**config.mk**
```make
export PLATFORM = sky130hd
export DESIGN_NAME = ibex_instr_fifo
export DESIGN_NICKNAME = d
export VERILOG_FILES = /design/src/rtl/ibex_instr_fifo.sv
export SDC_FILE = /design/constraint.sdc
export NUM_CORES = 1
export LEC_CHECK = 0
export BUFFER_PORTS_ARGS = -buffer_cell sky130_fd_sc_hd__buf_2
export CORE_MARGIN = 2
export CORE_UTILIZATION = 51
export DETAILED_ROUTE_END_ITERATION = 10
export MAX_ROUTING_LAYER = met4
export PLACE_DENSITY = 0.78
export RECOVER_POWER = 100
export SLEW_MARGIN = 40
export SYNTH_ARGS = -nofsm -noshare
export SYNTH_HDL_FRONTEND = slang
export SYNTH_SLANG_ARGS = --single-unit
export TNS_END_PERCENT = 100
```
**constraint.sdc**
```tcl
create_clock -name clk_i -period 5.8 [get_ports clk_i]
set_input_delay 1.16 -clock clk_i [delete_from_list [all_inputs] [get_ports clk_i]]
set_output_delay 1.16 -clock clk_i [all_outputs]
set_load 0.02 [all_outputs]
```
**src/rtl/ibex_instr_fifo.sv**
```systemverilog
// ibex_instr_fifo: fetch FIFO that realigns bus words into compressed/32-bit instructions
module ibex_instr_fifo #(
    parameter int unsigned NUM_REQS = 2,
    parameter bit          RV32C    = 1'b1
) (
    input  logic                                  clk_i,
    input  logic                                  rst_ni,
    input  logic                                  clear_i,
    input  logic                                  in_valid_i,
    output logic                                  in_ready_o,
    input  logic [31:0]                           in_addr_i,
    input  logic [31:0]                           in_rdata_i,
    input  logic                                  in_err_i,
    output logic [NUM_REQS-1:0]                   busy_o,
    output logic [$clog2(NUM_REQS+2)-1:0]         count_o,
    output logic                                  out_valid_o,
    input  logic                                  out_ready_i,
    output logic [31:0]                           out_addr_o,
    output logic [31:0]                           out_rdata_o,
    output logic                                  out_err_o,
    output logic                                  out_err_plus2_o
);
    localparam int unsigned DEPTH = NUM_REQS + 1;
    localparam int unsigned CW    = $clog2(DEPTH + 1);
    logic [DEPTH-1:0] valid_q, valid_d, err_q, err_d, vs, wr_en;
    logic [31:0]      rdata_q [DEPTH];
    logic [31:0]      rdata_d [DEPTH];
    logic [31:1]      addr_q;
    logic [31:0]      w0;
    logic [15:0]      w1;
    logic             e0, e1, v0, v1, unaligned, comp, big, pop, push;
    logic             unused_addr;
    assign unused_addr = in_addr_i[0];
    // Word 0 / word 1 come from storage, or straight from the bus when not yet stored
    always_comb begin
        w0        = valid_q[0] ? rdata_q[0] : in_rdata_i;
        e0        = valid_q[0] ? err_q[0] : in_err_i;
        w1        = valid_q[1] ? rdata_q[1][15:0] : in_rdata_i[15:0];
        e1        = valid_q[1] ? err_q[1] : in_err_i;
        v0        = valid_q[0] | in_valid_i;
        v1        = valid_q[1] | (valid_q[0] & in_valid_i);
        unaligned = RV32C & addr_q[1];
        comp      = RV32C & (unaligned ? (w0[17:16] != 2'b11) : (w0[1:0] != 2'b11));
        big       = unaligned & ~comp;
        out_valid_o     = v0 & (~big | v1 | e0);
        out_rdata_o     = unaligned ? {w1, w0[31:16]} : w0;
        out_err_o       = out_valid_o & (e0 | (big & e1));
        out_err_plus2_o = out_valid_o & big & e1 & ~e0;
        out_addr_o      = {addr_q, 1'b0};
        pop             = out_valid_o & out_ready_i & (unaligned | ~comp);
    end
    // Shift on pop, then write the incoming word into the lowest free slot
    always_comb begin
        push  = in_valid_i & ~(pop & ~valid_q[0]);
        vs    = pop ? valid_q >> 1 : valid_q;
        err_d = pop ? err_q >> 1 : err_q;
        for (int i = 0; i < DEPTH; i++) rdata_d[i] = rdata_q[i];
        if (pop)
            for (int i = 0; i < DEPTH - 1; i++) rdata_d[i] = rdata_q[i+1];
        wr_en   = push ? (~vs & (vs + 1'b1)) : '0;
        valid_d = vs | wr_en;
        for (int i = 0; i < DEPTH; i++) begin
            if (wr_en[i]) begin
                rdata_d[i] = in_rdata_i;
                err_d[i]   = in_err_i;
            end
        end
    end
    // Occupancy and request-slot status
    always_comb begin
        count_o = '0;
        for (int i = 0; i < DEPTH; i++) count_o = count_o + CW'(valid_q[i]);
        busy_o     = valid_q[DEPTH-1:DEPTH-NUM_REQS];
        in_ready_o = ~valid_q[DEPTH-NUM_REQS];
    end
    // Storage and instruction address; clear flushes and reloads the address
    always_ff @(posedge clk_i or negedge rst_ni) begin
        if (!rst_ni) begin
            valid_q <= '0;
            err_q   <= '0;
            rdata_q <= '{default: '0};
            addr_q  <= '0;
        end else if (clear_i) begin
            valid_q <= '0;
            addr_q  <= {in_addr_i[31:2], in_addr_i[1] & RV32C};
        end else begin
            valid_q <= valid_d;
            err_q   <= err_d;
            rdata_q <= rdata_d;
            if (out_valid_o & out_ready_i) addr_q <= addr_q + (comp ? 31'd1 : 31'd2);
        end
    end
    // Pushing into a full FIFO without a same-cycle pop loses data
    assert property (@(posedge clk_i) disable iff (!rst_ni)
        !(in_valid_i && !clear_i && (&valid_q) && !pop));
endmodule

```
==> results by group <==
Clock network
  • CTS clk-pin slew, worst paths: roughly 0.060 ns
  • Root buffer cell: clkbuf_16
  • H-tree depth: 4
  • Cts repair resizes: 0
  • Hold_buf cts: 0
  • Setup bufs post-CTS: 0
  • Clk_lat worst skew: approximately 0.43 ns
  • # clock sinks: around 130
  • CTS tree: yes
  • Maximum clock path buffer count: 2
  • Inserted Clock Buffers: 17

Floorplanning
  • DIE AREA: around 0.017 mm²
  • Vert. Die Dim: 131 µm
  • Core area: ~0.016 mm²
  • Initial Util: 52.0%
  • Row count: 46
  • # IOs: roughly 140
  • Die W: about 130 µm

Job
  • Total of max-cap violations: 2

Route
  • Wire length per cell: about 21 µm
  • DRT Pass-1 Iters: 5
  • DRT iter0 DRCs: roughly 840
  • Drt total wl: around 24,000 µm
  • Vias post-DR: ~7,700
  • Number of vias per cell: around 6.6
  • Post-route DRC violation count: 0
  • Routed Antenna Nets: 0

Yosys
  • Gate Count Post-Synth: between 800 and 900
  • Number of enable flip-flop cells after synthesis: 0
  • Share of flip-flops with an asynchronous set or reset: 100%
  • Yosys cell types: 62
  • Ys Warns: 0
  • Sequential cell area fraction in the yosys report: slightly above 40%
  • Post-synth net total: approximately 930
  • FF+latch count, synth: about 130
  • Most used DFF post-synth: dfrtp_1
  • Post-Synthesis Cell Area: 0.00824 mm²
  • Syn avg cell area: roughly 9.6 µm²

Worst setup path
  • Reg-to-Reg End: rdata_q[32]
  • Crit path kind: reg -> out
  • Reg-to-reg startpoint: valid_q[0]
  • Startpoint Class: register
  • Crit path required time: about 4.6 ns
  • Crit path capture type: primary output
  • Reg2reg setup slack: 0.74 ns
  • Crit Path Max Fanout: 34
  • Arr. time, crit path: 3.93 ns
  • Worst reg2reg path depth: 9

Power
  • Lkg Pwr: 3.77 nW
  • Pwr Total: ~3.7 mW
  • Int Pwr: between 2 and 2.5 mW
  • P_sw: about 1.3 mW
  • VDD IR max: around 0.28 mV
  • Sw Ratio: a little over a third
  • Clk pwr share: a little under a third
  • Comb pwr share: 28.8%
  • Seq pwr share: between 40% and 50%
  • Power Density: ~390 mW/mm²

Finish
  • Fill cell count: roughly 1,400
  • Nets: around 1,000
  • Layout cell share with drive strength beyond 1: between 10% and 20%
  • Synth-to-layout area growth: 13.0%

STA
  • RSZ-0062 raised after global routing: false
  • Slew of the pin with the lowest slew margin: ~1.9 ns
  • Max-slew violations: between 60 and 70
  • Fin crit share: between 80 and 90%
  • Finish-stage setup viols: 0
  • Final Hold Vio Count: 0
  • Fmax: between 150 and 200 MHz
  • Clock skew: ~0.017 ns
  • Setup TNS: 0 ns
  • Tmin final: about 5.1 ns
  • Worst slew margin: -25.5%

Hold path
  • Min-delay worst type: reg -> reg
  • Worst Hold Path EP: rdata_q[5]
  • Hold Path Stages: 1
  • Startpoint of the worst hold path: rdata_q[5]

Place
  • GPL Wtd Cong: ~0.84
  • Hpwl dp: 14,700 µm
  • I/O Buffers: 139

Global route
  • First-pass GRT wire length: about 38,000 µm
  • Vias in the first global route: 7,136
  • Initial antenna violation count: 1
  • Largest net degree at the start of global routing: 70
  • Total GRT Usage: between 20% and 30%
  • GRT overflow: 0

Status
  • Status: finished with violations
  • Failing checks: max-capacitance violations, max-slew violations
flip-flops by register name (all words and copies together) (netlist names):
| register | flops |
|---|---|
| err_q | 3 |
| rdata_q | 96 |
| addr_q | 31 |
| valid_q | 3 |
Yosys cell counts (all sizes together), types with 4 or more instances:
library cell / instances / area share [%]
dfrtp: 133 / 40
clkbuf: 59 / 2.7
nor2: 57 / 2.6
nand3: 50 / 3.2
nand4: 49 / 3.8
nor4: 42 / 3.4
inv: 41 / 1.9
o211ai: 41 / 3.9
o21ai: 41 / 2.5
mux2: 34 / 6.0
a221oi: 33 / 3.5
buf: 33 / 2.6
nand2: 33 / 1.5
nor2b: 28 / 2.1
a21oi: 20 / 1.2
a211oi: 19 / 1.7
mux2i: 19 / 2.3
or4: 19 / 1.7
mux4: 14 / 3.8
o31ai: 13 / 1.2
a31oi: 12 / 0.91
and4: 6 / 0.64
o41ai: 5 / 0.53
or2: 5 / 0.38
a221o: 4 / 0.49
and3: 4 / 0.30
ha: 4 / 0.61
through the flow:
step	hold WS (ns)	instance area, µm²	util (%)	instances	setup slack (ns)
finish	0.499	9310	58.8	1170	0.709
global route	0.510	9310	58.8	1170	0.464
CTS	0.508	9550	60.3	1168	0.985
detailed placement	0.491	8940	56.5	1136	1.08
global placement	0.487	8900	56.3	1135	0.997
floorplan	0.479	8240	-	856	0.957
kinds of logic after synthesis:
| family | count (synthesis) | synth area share, % |
|---|---|---|
| flops | 133 | 40.4 |
| buf+inv | 134 | 7.15 |
| other cells | 1 | 0.0455 |
| fa+ha+maj | 6 | 1.09 |
| mux | 67 | 12.1 |
| compound gates | 203 | 17.6 |
| simple gates | 312 | 21.6 |
critical path, stage by stage, from the launching register on:
cell	delay, ns
dfrtp_2	0.86
mux2i_1	0.48
a21oi_1	0.17
and2_0	0.25
ha_1	0.26
or4b_1	0.28
nand3_1	0.28
a2111oi_0	0.63
clkbuf_1	0.31
placed cells by master (no fill, tap or decap), types with 20 or more instances in the layout:
cell / instances
mux2_1: 26
a221oi_1: 33
o211ai_1: 41
nand2_1: 33
nor2b_1: 28
dfrtp_1: 131
buf_2: 71
nor4_1: 41
o21ai_0: 40
a21oi_1: 20
clkbuf_1: 75
nand3_1: 50
nand4_1: 48
nor2_1: 56
inv_1: 40
power by group through the flow:
stage	Clock, mW	Combinational, mW	Sequential [mW]
after floorplan	0	0.848	1.41
after global placement	0	1.10	1.48
after detailed placement	0	1.13	1.48
after CTS	1.13	1.13	1.48
after global routing	1.17	1.16	1.52
final	1.12	1.06	1.48
how the worst max path moves through the flow:
stage          cells past startpoint              end          start
2_1_floorplan                      9  out_err_plus2_o  in_rdata_i[1]
3_3_place_gp                      10  out_err_plus2_o  in_rdata_i[1]
3_5_place_dp                      10  out_err_plus2_o  in_rdata_i[1]
4_1_cts                            8  out_err_plus2_o     valid_q[0]
5_1_grt                            9      rdata_q[48]     valid_q[0]
6_report                           8  out_err_plus2_o     valid_q[0]
routing by layer:
metal  vias up  global-route usage, %  wire length (µm)
met5         -                      -                 0
met4         0                   10.3               506
li1       3450                      -                 -
met1      3821                   41.3             10700
met3        40                   5.28              1780
met2       362                   42.7             11300
area by class of cell:
type                       instances  area, µm²  area share (%)
antenna                            1       2.50          0.0269
clock buffer                      21        460            4.95
multi-input combinational        589       4190            45.0
clock inverter                    11        149            1.60
sequential                       133       3330            35.8
inverter                          42        158            1.69
tap                              216        270            2.90
timing repair buffer             157        747            8.02
No activity file was read; power rests on OpenSTA's default activity.
